## config.mk

```make
export PLATFORM = sky130hd
export DESIGN_NAME = beta_if_fetch_unit
export DESIGN_NICKNAME = d
export VERILOG_FILES = /design/src/rtl/beta_if_fetch_unit.sv
export SDC_FILE = /design/constraint.sdc
export NUM_CORES = 1
export LEC_CHECK = 0
export BUFFER_PORTS_ARGS = -buffer_cell sky130_fd_sc_hd__buf_2
export CAP_MARGIN = 10
export CORE_MARGIN = 1.5
export CORE_UTILIZATION = 50
export DETAILED_ROUTE_END_ITERATION = 8
export GPL_TIMING_DRIVEN = 1
export PLACE_DENSITY = 0.79
export SYNTH_ARGS = -nofsm -noshare
export SYNTH_HDL_FRONTEND = slang
export SYNTH_SLANG_ARGS = --single-unit
```

## constraint.sdc

```tcl
create_clock -name clk_i -period 4.4 [get_ports clk_i]
set_clock_uncertainty 0.2 [all_clocks]
set_input_delay 1.1 -clock clk_i [delete_from_list [all_inputs] [get_ports clk_i]]
set_output_delay 1.1 -clock clk_i [all_outputs]
set_load 0.01 [all_outputs]
```

## src/rtl/beta_if_fetch_unit.sv

```systemverilog
// beta_if_fetch_unit -- instruction fetch front end of the beta core.
//
// Owns the PC and issues word requests to instruction memory over a
// req/gnt/rvalid protocol. Returned words are paired with the PC they
// were requested at and buffered in a small FIFO. Decode drains the FIFO
// through a valid/ready handshake. A branch redirects the PC, flushes the
// FIFO and marks every response still in flight to be discarded.
//
// Ports
//   clk_i, rst_i           clock, synchronous active-high reset
//   fetch_en_i             permits issuing new requests
//   branch_i               one-cycle redirect strobe
//   branch_target_i        redirect PC (low two bits ignored)
//   instr_req_o            memory request
//   instr_addr_o           word-aligned request address
//   instr_gnt_i            request accepted this cycle
//   instr_rvalid_i         in-order response valid
//   instr_rdata_i          response instruction word
//   instr_err_i            bus error, qualified by rvalid
//   if_valid_o             FIFO head valid for decode
//   if_instr_o, if_pc_o    head instruction and its PC
//   if_err_o               head carries a fetch error
//   dec_ready_i            decode accepts the head
module beta_if_fetch_unit #(
  parameter int              XLEN            = 32,
  parameter int              FIFO_DEPTH      = 4,
  parameter int              MAX_OUTSTANDING = 2,
  parameter logic [XLEN-1:0] BOOT_ADDR       = 32'h0000_0080
) (
  input  logic            clk_i,
  input  logic            rst_i,
  input  logic            fetch_en_i,
  input  logic            branch_i,
  input  logic [XLEN-1:0] branch_target_i,
  output logic            instr_req_o,
  output logic [XLEN-1:0] instr_addr_o,
  input  logic            instr_gnt_i,
  input  logic            instr_rvalid_i,
  input  logic [31:0]     instr_rdata_i,
  input  logic            instr_err_i,
  output logic            if_valid_o,
  output logic [31:0]     if_instr_o,
  output logic [XLEN-1:0] if_pc_o,
  output logic            if_err_o,
  input  logic            dec_ready_i
);

  localparam int AW = $clog2(FIFO_DEPTH);
  localparam int CW = AW + 1;
  localparam int OW = $clog2(MAX_OUTSTANDING + 1);
  localparam int TW = (MAX_OUTSTANDING > 1) ? $clog2(MAX_OUTSTANDING) : 1;
  localparam int SW = ((CW > OW) ? CW : OW) + 1;

  typedef enum logic [1:0] {S_IDLE, S_FETCH, S_STALL} state_t;

  state_t          r_state, w_state_nxt;
  logic [XLEN-1:0] r_pc;
  logic            r_pend;               // request raised, not yet granted
  logic [OW-1:0]   r_out, r_disc, w_out_nxt;

  // PC of every granted request, consumed in order by responses
  logic [XLEN-1:0] r_tag [MAX_OUTSTANDING];
  logic [TW-1:0]   r_tag_wr, r_tag_rd;

  logic [31:0]     r_f_instr [FIFO_DEPTH];
  logic [XLEN-1:0] r_f_pc    [FIFO_DEPTH];
  logic [FIFO_DEPTH-1:0] r_f_err;
  logic [AW-1:0]   r_wr, r_rd;
  logic [CW-1:0]   r_cnt;

  logic w_credit, w_acc, w_rv, w_drop, w_push, w_pop;
  logic w_unused_tgt;

  assign w_unused_tgt = ^branch_target_i[1:0];

  // Responses that are neither buffered nor discarded still need a FIFO
  // slot, so they count against the buffer space alongside the FIFO itself.
  assign w_credit = (r_out < OW'(MAX_OUTSTANDING)) &&
                    ((SW'(r_cnt) + SW'(r_out - r_disc)) < SW'(FIFO_DEPTH));

  assign instr_req_o  = r_pend | ((r_state == S_FETCH) & w_credit & fetch_en_i);
  assign instr_addr_o = r_pc;

  assign w_acc  = instr_req_o & instr_gnt_i;
  // a response with nothing outstanding cannot be ours
  assign w_rv   = instr_rvalid_i & (r_out != '0);
  assign w_drop = w_rv & (branch_i | (r_disc != '0));
  assign w_push = w_rv & ~w_drop;
  assign w_pop  = if_valid_o & dec_ready_i & ~branch_i;

  assign w_out_nxt = r_out + OW'(w_acc) - OW'(w_rv);

  assign if_valid_o = (r_cnt != '0);
  assign if_instr_o = r_f_instr[r_rd];
  assign if_pc_o    = r_f_pc[r_rd];
  assign if_err_o   = r_f_err[r_rd];

  always_comb begin
    w_state_nxt = r_state;
    if (!fetch_en_i && !r_pend) begin
      w_state_nxt = S_IDLE;
    end else begin
      case (r_state)
        S_IDLE:  if (fetch_en_i) w_state_nxt = S_FETCH;
        S_FETCH: if (!w_credit)  w_state_nxt = S_STALL;
        S_STALL: if (w_credit)   w_state_nxt = S_FETCH;
        default: w_state_nxt = S_IDLE;
      endcase
    end
  end

  always_ff @(posedge clk_i) begin
    if (rst_i) begin
      r_state  <= S_IDLE;
      r_pc     <= BOOT_ADDR;
      r_pend   <= 1'b0;
      r_out    <= '0;
      r_disc   <= '0;
      r_tag_wr <= '0;
      r_tag_rd <= '0;
      for (int i = 0; i < MAX_OUTSTANDING; i++) r_tag[i] <= '0;
    end else begin
      r_state <= w_state_nxt;
      // a redirect may retract an ungranted request
      r_pend  <= branch_i ? 1'b0 : (instr_req_o & ~instr_gnt_i);
      if (branch_i)   r_pc <= {branch_target_i[XLEN-1:2], 2'b00};
      else if (w_acc) r_pc <= r_pc + XLEN'(4);
      r_out <= w_out_nxt;
      // everything still outstanding after this cycle, including a grant
      // taken in the branch cycle itself, belongs to the old path
      if (branch_i)                  r_disc <= w_out_nxt;
      else if (w_rv && r_disc != '0) r_disc <= r_disc - OW'(1);
      if (w_acc) begin
        r_tag[r_tag_wr] <= r_pc;
        r_tag_wr <= (r_tag_wr == TW'(MAX_OUTSTANDING - 1)) ? '0 : r_tag_wr + TW'(1);
      end
      if (w_rv)
        r_tag_rd <= (r_tag_rd == TW'(MAX_OUTSTANDING - 1)) ? '0 : r_tag_rd + TW'(1);
    end
  end

  always_ff @(posedge clk_i) begin
    if (rst_i) begin
      r_wr    <= '0;
      r_rd    <= '0;
      r_cnt   <= '0;
      r_f_err <= '0;
      for (int i = 0; i < FIFO_DEPTH; i++) begin
        r_f_instr[i] <= '0;
        r_f_pc[i]    <= '0;
      end
    end else if (branch_i) begin
      r_wr  <= '0;
      r_rd  <= '0;
      r_cnt <= '0;
    end else begin
      if (w_push) begin
        r_f_instr[r_wr] <= instr_rdata_i;
        r_f_pc[r_wr]    <= r_tag[r_tag_rd];
        r_f_err[r_wr]   <= instr_err_i;
        r_wr            <= r_wr + AW'(1);
      end
      if (w_pop) r_rd <= r_rd + AW'(1);
      r_cnt <= r_cnt + CW'(w_push) - CW'(w_pop);
    end
  end

  // credit accounting must never let a response land on a full buffer
  a_no_push_full: assert property (@(posedge clk_i) disable iff (rst_i)
    !(w_push && !w_pop && (r_cnt == CW'(FIFO_DEPTH))));

endmodule

```

; ---- Word level (Yosys, flattened, before mapping)
; Memory sizes are Yosys's and may differ from the RTL's. A register that Yosys moved wholly into a read port is not among the register bits.
; Cells that the tools add are included.
[classes]
n_addsub = 12
magnitude_cmp = 5
n_eq_ne = 5
n_mux = 39
n_bitwise = 14
n_reduce_logical = 19
[op_table]
columns = cell, count
row1 = $mux 32, 5
row2 = $reduce_or 32->1, 3
row3 = $add 32x3->32 const B, 1
row4 = $mux 2, 11
row5 = $mux 1, 19
row6 = $and 1x1->1, 9
row7 = $reduce_bool 2->1, 4
row8 = $lt 2x3->1 const B, 2
row9 = $ne 2x2->1 const B, 3
row10 = $pmux 2 s3, 1
row11 = $add 2x1->2 const B, 2
row12 = $add 3x4->4, 1
row13 = $bwmux 4, 1
row14 = $logic_and 1x1->1, 4
row15 = $lt 4x3->1 const B, 1
row16 = $reduce_or 2->1, 2
row17 = $add 3x1->3, 1
row18 = $not 1->1, 3
row19 = $reduce_and 3->1, 1
row20 = $reduce_bool 3->1, 1
row21 = $sub 2x2->3, 1
row22 = $sub 3x1->3, 1
row23 = $add 1x1->1 const B, 2
row24 = $add 2x1->2, 1
row25 = other kinds (12), 14
[word_totals]
regBits = 52
mem_bits_rw = 320
input_bits = 72
out_inout_bits = 99
wordCells = 109
memories = 3
[mem_list]
columns = memory, words, width, rd, rd_clocked_by_memory_dff, wr, line_no
row1 = r_f_instr, 4, 32, 1, 1, 4, 65  ; logic [31:0] r_f_instr [FIFO_DEPTH];
row2 = r_f_pc, 4, 32, 1, 1, 4, 66  ; logic [XLEN-1:0] r_f_pc [FIFO_DEPTH];
row3 = r_tag, 2, 32, 1, 1, 2, 62  ; logic [XLEN-1:0] r_tag [MAX_OUTSTANDING];

; ---- Logic depth before layout (Yosys ltp)
; Gate-level depths: netlist (run 1).
[depth]
word_depth = 13
depth_mapped = 19

; ---- Worst setup path before layout (run 1)
; OpenSTA, ideal clock, no wires.
[synth_path]
path_type = register -> register
from = reg r_out[0]
to = mem r_tag[0][10] (enable)
arrival_ns = 4.075
t_required_ns = 3.776
setup_slack_ns = -0.298
path_stages_with_launch = 13
path_buffers = 2
synth_period_minus_slack_ns = 4.698
path_cell_list = dfxtp_1 > inv_1 > ha_1 > inv_1 > fa_1 > ha_1 > nand3b_1 > a41oi_1 > a31oi_1 > inv_1 > clkbuf_1 > buf_1 > o21bai_1
[synth_lines]
columns = item, line_no
row1 = from (decl), 59  ; logic [OW-1:0] r_out, r_disc, w_out_nxt;
row2 = from (signal assigned), 128  ; r_out <= w_out_nxt;
row3 = to (decl), 62

; ---- Worst setup path after layout (run 1)
[layout_path]
from = reg r_out[0]
to = out instr_req_o
[layout_via]
elab_chain_cells = 7
[layout_rtl]
columns = item, line_no
row1 = $sub 2x2->3, 79  ; ((SW'(r_cnt) + SW'(r_out - r_disc)) < SW'(FIFO_DEPTH));
row2 = $add 3x4->4, 79
row3 = $lt 4x3->1, 79
row4 = $logic_and 1x1->1 *, 78  ; assign w_credit = (r_out < OW'(MAX_OUTSTANDING)) &&
row5 = $and 1x1->1 * (2 in series), 81  ; assign instr_req_o = r_pend | ((r_state == S_FETCH) & w_credit & fetch_en_i);
row6 = $or 1x1->1 *, 81
row7 = to (decl), 35  ; output logic instr_req_o,
; Every way passes the cells marked *; elsewhere a longest branch is shown, timed or not.

==> results of run 1 <==
report_power, final:
| part | leakage [uW] | total, uW | internal, uW | switching [uW] |
|---|---|---|---|---|
| Sequential | 0.00362 | 3990 | 3900 | 97.6 |
| Clock | 0.000638 | 3310 | 2030 | 1280 |
| Combinational | 0.00271 | 754 | 288 | 466 |
| Total | 0.00696 | 8060 | 6220 | 1840 |
timing repair:
item	in CTS	in global routing
endpoints found under the setup margin	0	1
resized for setup	0	2
endpoints found under the hold margin	0	0
sequential cells by signal, summed over array words and instances (netlist names), named ones only:
name / flops
instr_addr_o: 30
r_cnt: 3
r_disc: 2
r_f_err: 4
r_f_instr: 128
r_f_pc: 120
r_out: 2
r_pend: 1
r_rd: 2
r_state: 2
r_tag: 60
r_tag_rd: 1
r_tag_wr: 1
r_wr: 2
layout by cell type, fill, tap and decap left out, drive strengths merged, types with 5 or more instances in the layout:
cell type and n:
edfxtp 308, buf 194, and2 182, nor2 164, mux4 63, dfxtp 53
clkbuf 45, inv 40, mux2i 36, nand2 24, nor3 16, clkinv 16
a311oi 14, a2111oi 14, nand3 12, nor4 12, ha 12, nand4 10
and3 8, a21oi 8, o31a 8, and4 8, xnor2 8, or4 7
a211oi 7, bufinv 7, or2 6, o31ai 5, nor3b 5
worst min-delay path: cells and delay by family, from the launching register on:
| kind | cells | cell delay (ns) |
|---|---|---|
| flops | 1 | 0.32 |
| mux | 1 | 0.07 |
| simple gates | 1 | 0.08 |
final cells by class:
type	count	area (um^2)	area share
Sequential cell	361	10310	0.5547
Timing Repair Buffer	194	1096	0.05894
Tap cell	402	503.0	0.02705
Inverter	39	146.4	0.007872
Clock buffer	45	998.5	0.05369
Multi-Input combinational cell	678	5244	0.2820
Clock inverter	24	294.0	0.01581
worst max-delay path by stage:
stage                                   start                            end  slack (ns)  cells past startpoint
after floorplan                      branch_i  r_f_instr[2][0]$_SDFFCE_PN0P_        0.19                      6
after global placement    r_out[0]$_SDFF_PP0_                    instr_req_o        0.67                     10
after detailed placement  r_out[0]$_SDFF_PP0_                    instr_req_o        0.66                     10
after CTS                 r_out[0]$_SDFF_PP0_                    instr_req_o        0.09                     10
after global routing      r_out[0]$_SDFF_PP0_                    instr_req_o        0.01                     10
final                     r_out[0]$_SDFF_PP0_                    instr_req_o        0.16                     10
synth_stat cells, types with 9 or more instances:
library cell	instances	area [um^2]
a2111oi_0	14	122.6
a311oi_1	14	122.6
and2_1	182	1139
buf_1	9	33.78
clkbuf_1	66	247.7
dfxtp_1	53	1061
edfxtp_1	308	9249
ha_1	12	150.1
inv_1	39	146.4
mux2i_1	36	360.4
mux4_2	63	1419
nand2_1	24	90.09
nand3_1	12	60.06
nand4_1	9	56.30
nor2_1	164	615.6
nor3_1	16	80.08
nor4_1	12	75.07
per-layer routing:
layer	wire, um	vias to the layer above	part of all wire
met5	0	-	0
met4	721	0	0.021
met3	2513	57	0.073
met2	17190	427	0.50
met1	14230	4852	0.41
li1	-	4565	-
logic make-up after synthesis:
group / Yosys count / synth area share
buffers and inverters: 121 / 0.02960
XOR/XNOR: 12 / 0.006577
other: 1 / 0.0002347
AND/OR/NAND/NOR: 472 / 0.1574
adder cells (fa/ha/maj): 14 / 0.01190
multiplexers: 99 / 0.1113
flip-flops: 361 / 0.6452
AO/OA/AOI/OAI: 77 / 0.03774
metrics by stage:
stage	power, uW	cell area (um^2)
finish	8059	18600
global route	8326	18600
CTS	8108	18590
detailed placement	4810	17300
global placement	4783	17300
floorplan	4522	15990
==> flow_summary.yaml, run 1 <==
run_status:
  status: "finished, final reports clean"
placed_design:
  placed_cells: 1674
  hpwl_mm: 21.26
  gp_congestion: 0.8260
  place.port_buffers: 164
  post-place-ws_ns: 0.6603
sta:
  fin_crit_ns: 4.235
  maxSlewViolCount: 0
  fmax_mhz: 236.1
  worst_slew_pin_slew_ns: 0.7474
  setup_slack_ns: 0.1650
  fin_crit_sh: 0.9625
  rsz0062_at_grt: "no"
  fin_hold_ws_ns: 0.3035
  finalHoldViolations: 0
  final.setup.tns_ns: 0
  slew_headroom: 0.5017
  setup_viol: 0
detailed_routing:
  finalWirelength_mm: 34.65
  viasPerCell: 5.680
  vias: 9901
  drc: 0
  drtIter0Drc: 813
  wire_per_inst_um: 19.88
  first_pass_iters: 5
  ant_nets: 0
setup_path:
  critical_path_buf_inv_count: 4
  crit_chain: "inv_1 > ha_1 > inv_1 > fa_1 > ha_1 > and3b_1 > o211ai_1 > and3_1 > inv_2 > buf_2"
  r2r_end: "r_disc[1]$_SDFFE_PP0P_"
  cpMaxStageDelayCell: "fa_1"
  reg2reg_slack_ns: 0.79
  worstRegToRegCells: 18
  cp_max_fo: 11
  startpoint_type: "flop"
  cp.required_ns: 3.10
  crit_family: "adder cells"
  rr_startpoint: "r_out[0]$_SDFF_PP0_"
  cpPeakStageDelay_ns: 0.41
  worst-setup-path-type: "reg -> out"
  end_kind: "output port"
  crit_arrival_ns: 2.94
floorplan:
  coreArea_um2: 31470
  initial_core_util: 0.5077
  rows: 65
  pin_count: 171
  die_w_um: 181.8
  dieHeight_um: 181.8
  die-area_um2: 33040
power_and_ir_drop:
  peakVddDrop_v: 0.0002642
  power_density_nw_per_um2: 433.4
  p_leak_uw: 0.006965
logic_synthesis:
  synth_edf_count: 308
  synthCells: 1157
  synth-seq-cells: 361
  syn-cell-area_um2: 15980
  ys.flop_type: "edfxtp_1"
  yosysSeqAreaShare: 0.6452
  ys_types: 52
  syn_avg_cell_area_um2: 13.81
  synth-async-reset-ratio: 0
  yosys_warnings: 0
job:
  max_cap_violations: 0
min_path:
  min_path_cells: 2
  hold_class: "reg -> reg"
  min_from: "r_f_err[2]$_SDFFE_PP0P_"
  min_to: "r_f_err[2]$_SDFFE_PP0P_"
global_route:
  grt_use_total: 0.2109
  grt_pass1_wl_mm: 54.14
  top_usage_layer: "met2"
  grt_max_degree: 63
  grtUsageMet1: 0.2759
  grt_overflow: 0
  grt_use_met2: 0.3671
  met3_usage: 0.03410
  grt_pass1_vias: 10122
  antenna_found_initial: 0
clock_tree:
  cts_buffers: 38
  cts_setup_buffers: 0
  cts_tree: "done"
  clk_pin_slew_ns: 0.05
  htreeDepth: 2
  holdBufCountCts: 0
  clk_path_buf_depth: 3
  clock_sinks: 361
  worstSkewPairLatency_ns: 0.52
  cts-root-buf: "clkbuf_16"
cells_and_area:
  nNetsFinal: 1398
  final_core_util: 0.5909
  fillers: 2391
  drive_above_1_share: 0.2491
  area_growth_pct: 16.38
  n_antenna_cell: 0
  instances_no_fill: 1743
Power figures use the tool's default switching activity.
==> inputs of run 2 (changes only) <==
--- a/config.mk
+++ b/config.mk
@@ -8,10 +8,11 @@
 export BUFFER_PORTS_ARGS = -buffer_cell sky130_fd_sc_hd__buf_2
 export CAP_MARGIN = 10
 export CORE_MARGIN = 1.5
-export CORE_UTILIZATION = 50
+export CORE_UTILIZATION = 53
 export DETAILED_ROUTE_END_ITERATION = 8
 export GPL_TIMING_DRIVEN = 1
-export PLACE_DENSITY = 0.79
+export PLACE_DENSITY = 0.83
+export SKIP_LAST_GASP = 1
 export SYNTH_ARGS = -nofsm -noshare
 export SYNTH_HDL_FRONTEND = slang
 export SYNTH_SLANG_ARGS = --single-unit
==> flow_summary.yaml, run 2 (same netlist as run 1, synthesis figures left out) <==
placed_design:
  post_dp_cell_area_um2: 17350
  hpwl_mm: 22.26
  place.port_buffers: 164
  placed_cells: 1665
  gp_congestion: 0.8746
clock_tree:
  worstSkewPairLatency_ns: 0.54
  cts_tree: "done"
  cts_buffers: 38
  clock_sinks: 361
  htreeDepth: 2
  clk_pin_slew_ns: 0.06
  cts-root-buf: "clkbuf_16"
  clk_path_buf_depth: 3
cells_and_area:
  largest_register: "r_f_instr"
  n_antenna_cell: 0
  fillers: 2163
  area_growth_pct: 15.98
  instances_no_fill: 1735
  drive_above_1_share: 0.2468
  final_common_cell: "edfxtp_1"
  largest_reg_flops: 128
  register_area_um2: 10310
  multi_input_area_um2: 5258
  fin_area_um2: 18530
  reg_top3: "r_f_instr: 128 flops, r_f_pc: 120 flops, r_tag: 60 flops"
  nNetsFinal: 1405
  mostFrequentLayoutCells: "edfxtp_1, and2_1, buf_2"
  final_core_util: 0.6253
power_and_ir_drop:
  peakVddDrop_v: 0.0003098
  p_total_uw: 7754
  power_density_nw_per_um2: 418.4
  p_leak_uw: 0.006928
run_status:
  status: "finished, final reports clean"
setup_path:
  cp_max_fo: 6
  end_kind: "output port"
  worst-setup-path-type: "reg -> out"
  startpoint_type: "flop"
  critical_path_buf_inv_count: 4
  crit_family: "adder cells"
  crit_arrival_ns: 2.96
  cp.required_ns: 3.10
  crit_chain: "inv_1 > ha_1 > inv_1 > fa_1 > ha_1 > and3b_1 > o211ai_1 > and3_4 > clkinvlp_4 > buf_2"
  cpPeakStageDelay_ns: 0.41
  cpMaxStageDelayCell: "fa_1"
floorplan:
  rows: 63
  coreArea_um2: 29640
  die_w_um: 176.6
  die-area_um2: 31200
  dieHeight_um: 176.6
  initial_core_util: 0.5391
  pin_count: 171
sta:
  setup_viol: 0
  rsz0062_at_grt: "no"
  maxSlewViolCount: 0
  fmax_mhz: 234.5
  fin_crit_sh: 0.9691
  finalHoldViolations: 0
  final.setup.tns_ns: 0
  fin_crit_ns: 4.264
  worst_slew_pin_slew_ns: 0.7075
  slew_headroom: 0.5283
global_route:
  grt_max_degree: 63
  antenna_found_initial: 0
  grt_pass1_wl_mm: 55.51
  grt_pass1_vias: 10203
  grt_use_total: 0.2315
  grt_overflow: 0
detailed_routing:
  ant_nets: 0
  vias: 10111
  drc: 0
  drtIter0Drc: 973
  wire_per_inst_um: 20.52
  first_pass_iters: 5
  viasPerCell: 5.828
  finalWirelength_mm: 35.61
job:
  max_cap_violations: 0
min_path:
  hold_class: "reg -> reg"
==> run 2: cell types whose count changed in the layout (fill, tap and decap cells not counted), sizes merged <==
cell      before  now
clkinv        16    7
buf          194  201
bufinv         7    1
clkbuf        45   55
clkinvlp       0    1
inv           40   41
==> run 2: where the power goes <==
group | internal [uW] | leakage, uW | switching, uW
registers | 3900 | 0.00362 | 102
logic | 301 | 0.00276 | 475
clock network | 1700 | 0.000552 | 1280
total | 5900 | 0.00693 | 1850
==> run 2: layer usage <==
layer  global-route usage  up-vias  wire length, um
li1                     -     4587                -
met1               0.3012     5016            13900
met2               0.4044      455            18210
met3              0.03522       53             2830
met4              0.06603        0              660
met5                    0        -                0
==> run 2: area by class of cell <==
class,count,area share
Sequential cell,361,0.5566
Multi-Input combinational cell,678,0.2837
Timing Repair Buffer,201,0.06400
Clock buffer,55,0.05590
Tap cell,390,0.02633
Inverter,39,0.008102
Clock inverter,11,0.005401
==> run 2: worst paths after layout <==
check / from / slack [ns] / to / cells after the start
worst max-delay path: r_out[0]$_SDFF_PP0_ / 0.14 / instr_req_o / 10
worst max register to register: r_out[0]$_SDFF_PP0_ / 0.70 / r_disc[1]$_SDFFE_PP0P_ / 18
worst min-delay path: r_state[1]$_SDFFE_PP0P_ / 0.30 / r_state[1]$_SDFFE_PP0P_ / 1
worst min register to register: r_state[1]$_SDFFE_PP0P_ / 0.30 / r_state[1]$_SDFFE_PP0P_ / 1
==> run 2: repair_timing <==
action | 4_1_cts | 5_1_grt
resized for setup | 1 | 3
pin swaps | 0 | 2
buffers inserted | 0 | 4
hold buffers | 0 | 0
endpoints found under the setup margin | 1 | 1
==> run 2: worst register-to-register path, stage by stage (launching register included) <==
cell      delay, ns
dfxtp_1        0.37
inv_1          0.07
ha_1           0.19
inv_1          0.06
fa_1           0.41
ha_1           0.29
and3b_1        0.21
o211ai_1       0.27
a31oi_1        0.12
buf_4          0.20
inv_1          0.14
ha_1           0.25
inv_1          0.05
ha_1           0.14
xor2_1         0.19
xnor2_1        0.17
nor2_1         0.07
a21oi_1        0.14
nor2_1         0.05
==> run 2: stage by stage <==
stage,setup WS (ns),hold slack [ns]
floorplan,0.1875,0.2557
global placement,0.5037,0.2752
detailed placement,0.4569,0.2893
CTS,0.01003,0.3028
global route,0.008000,0.3357
finish,0.1359,0.3035
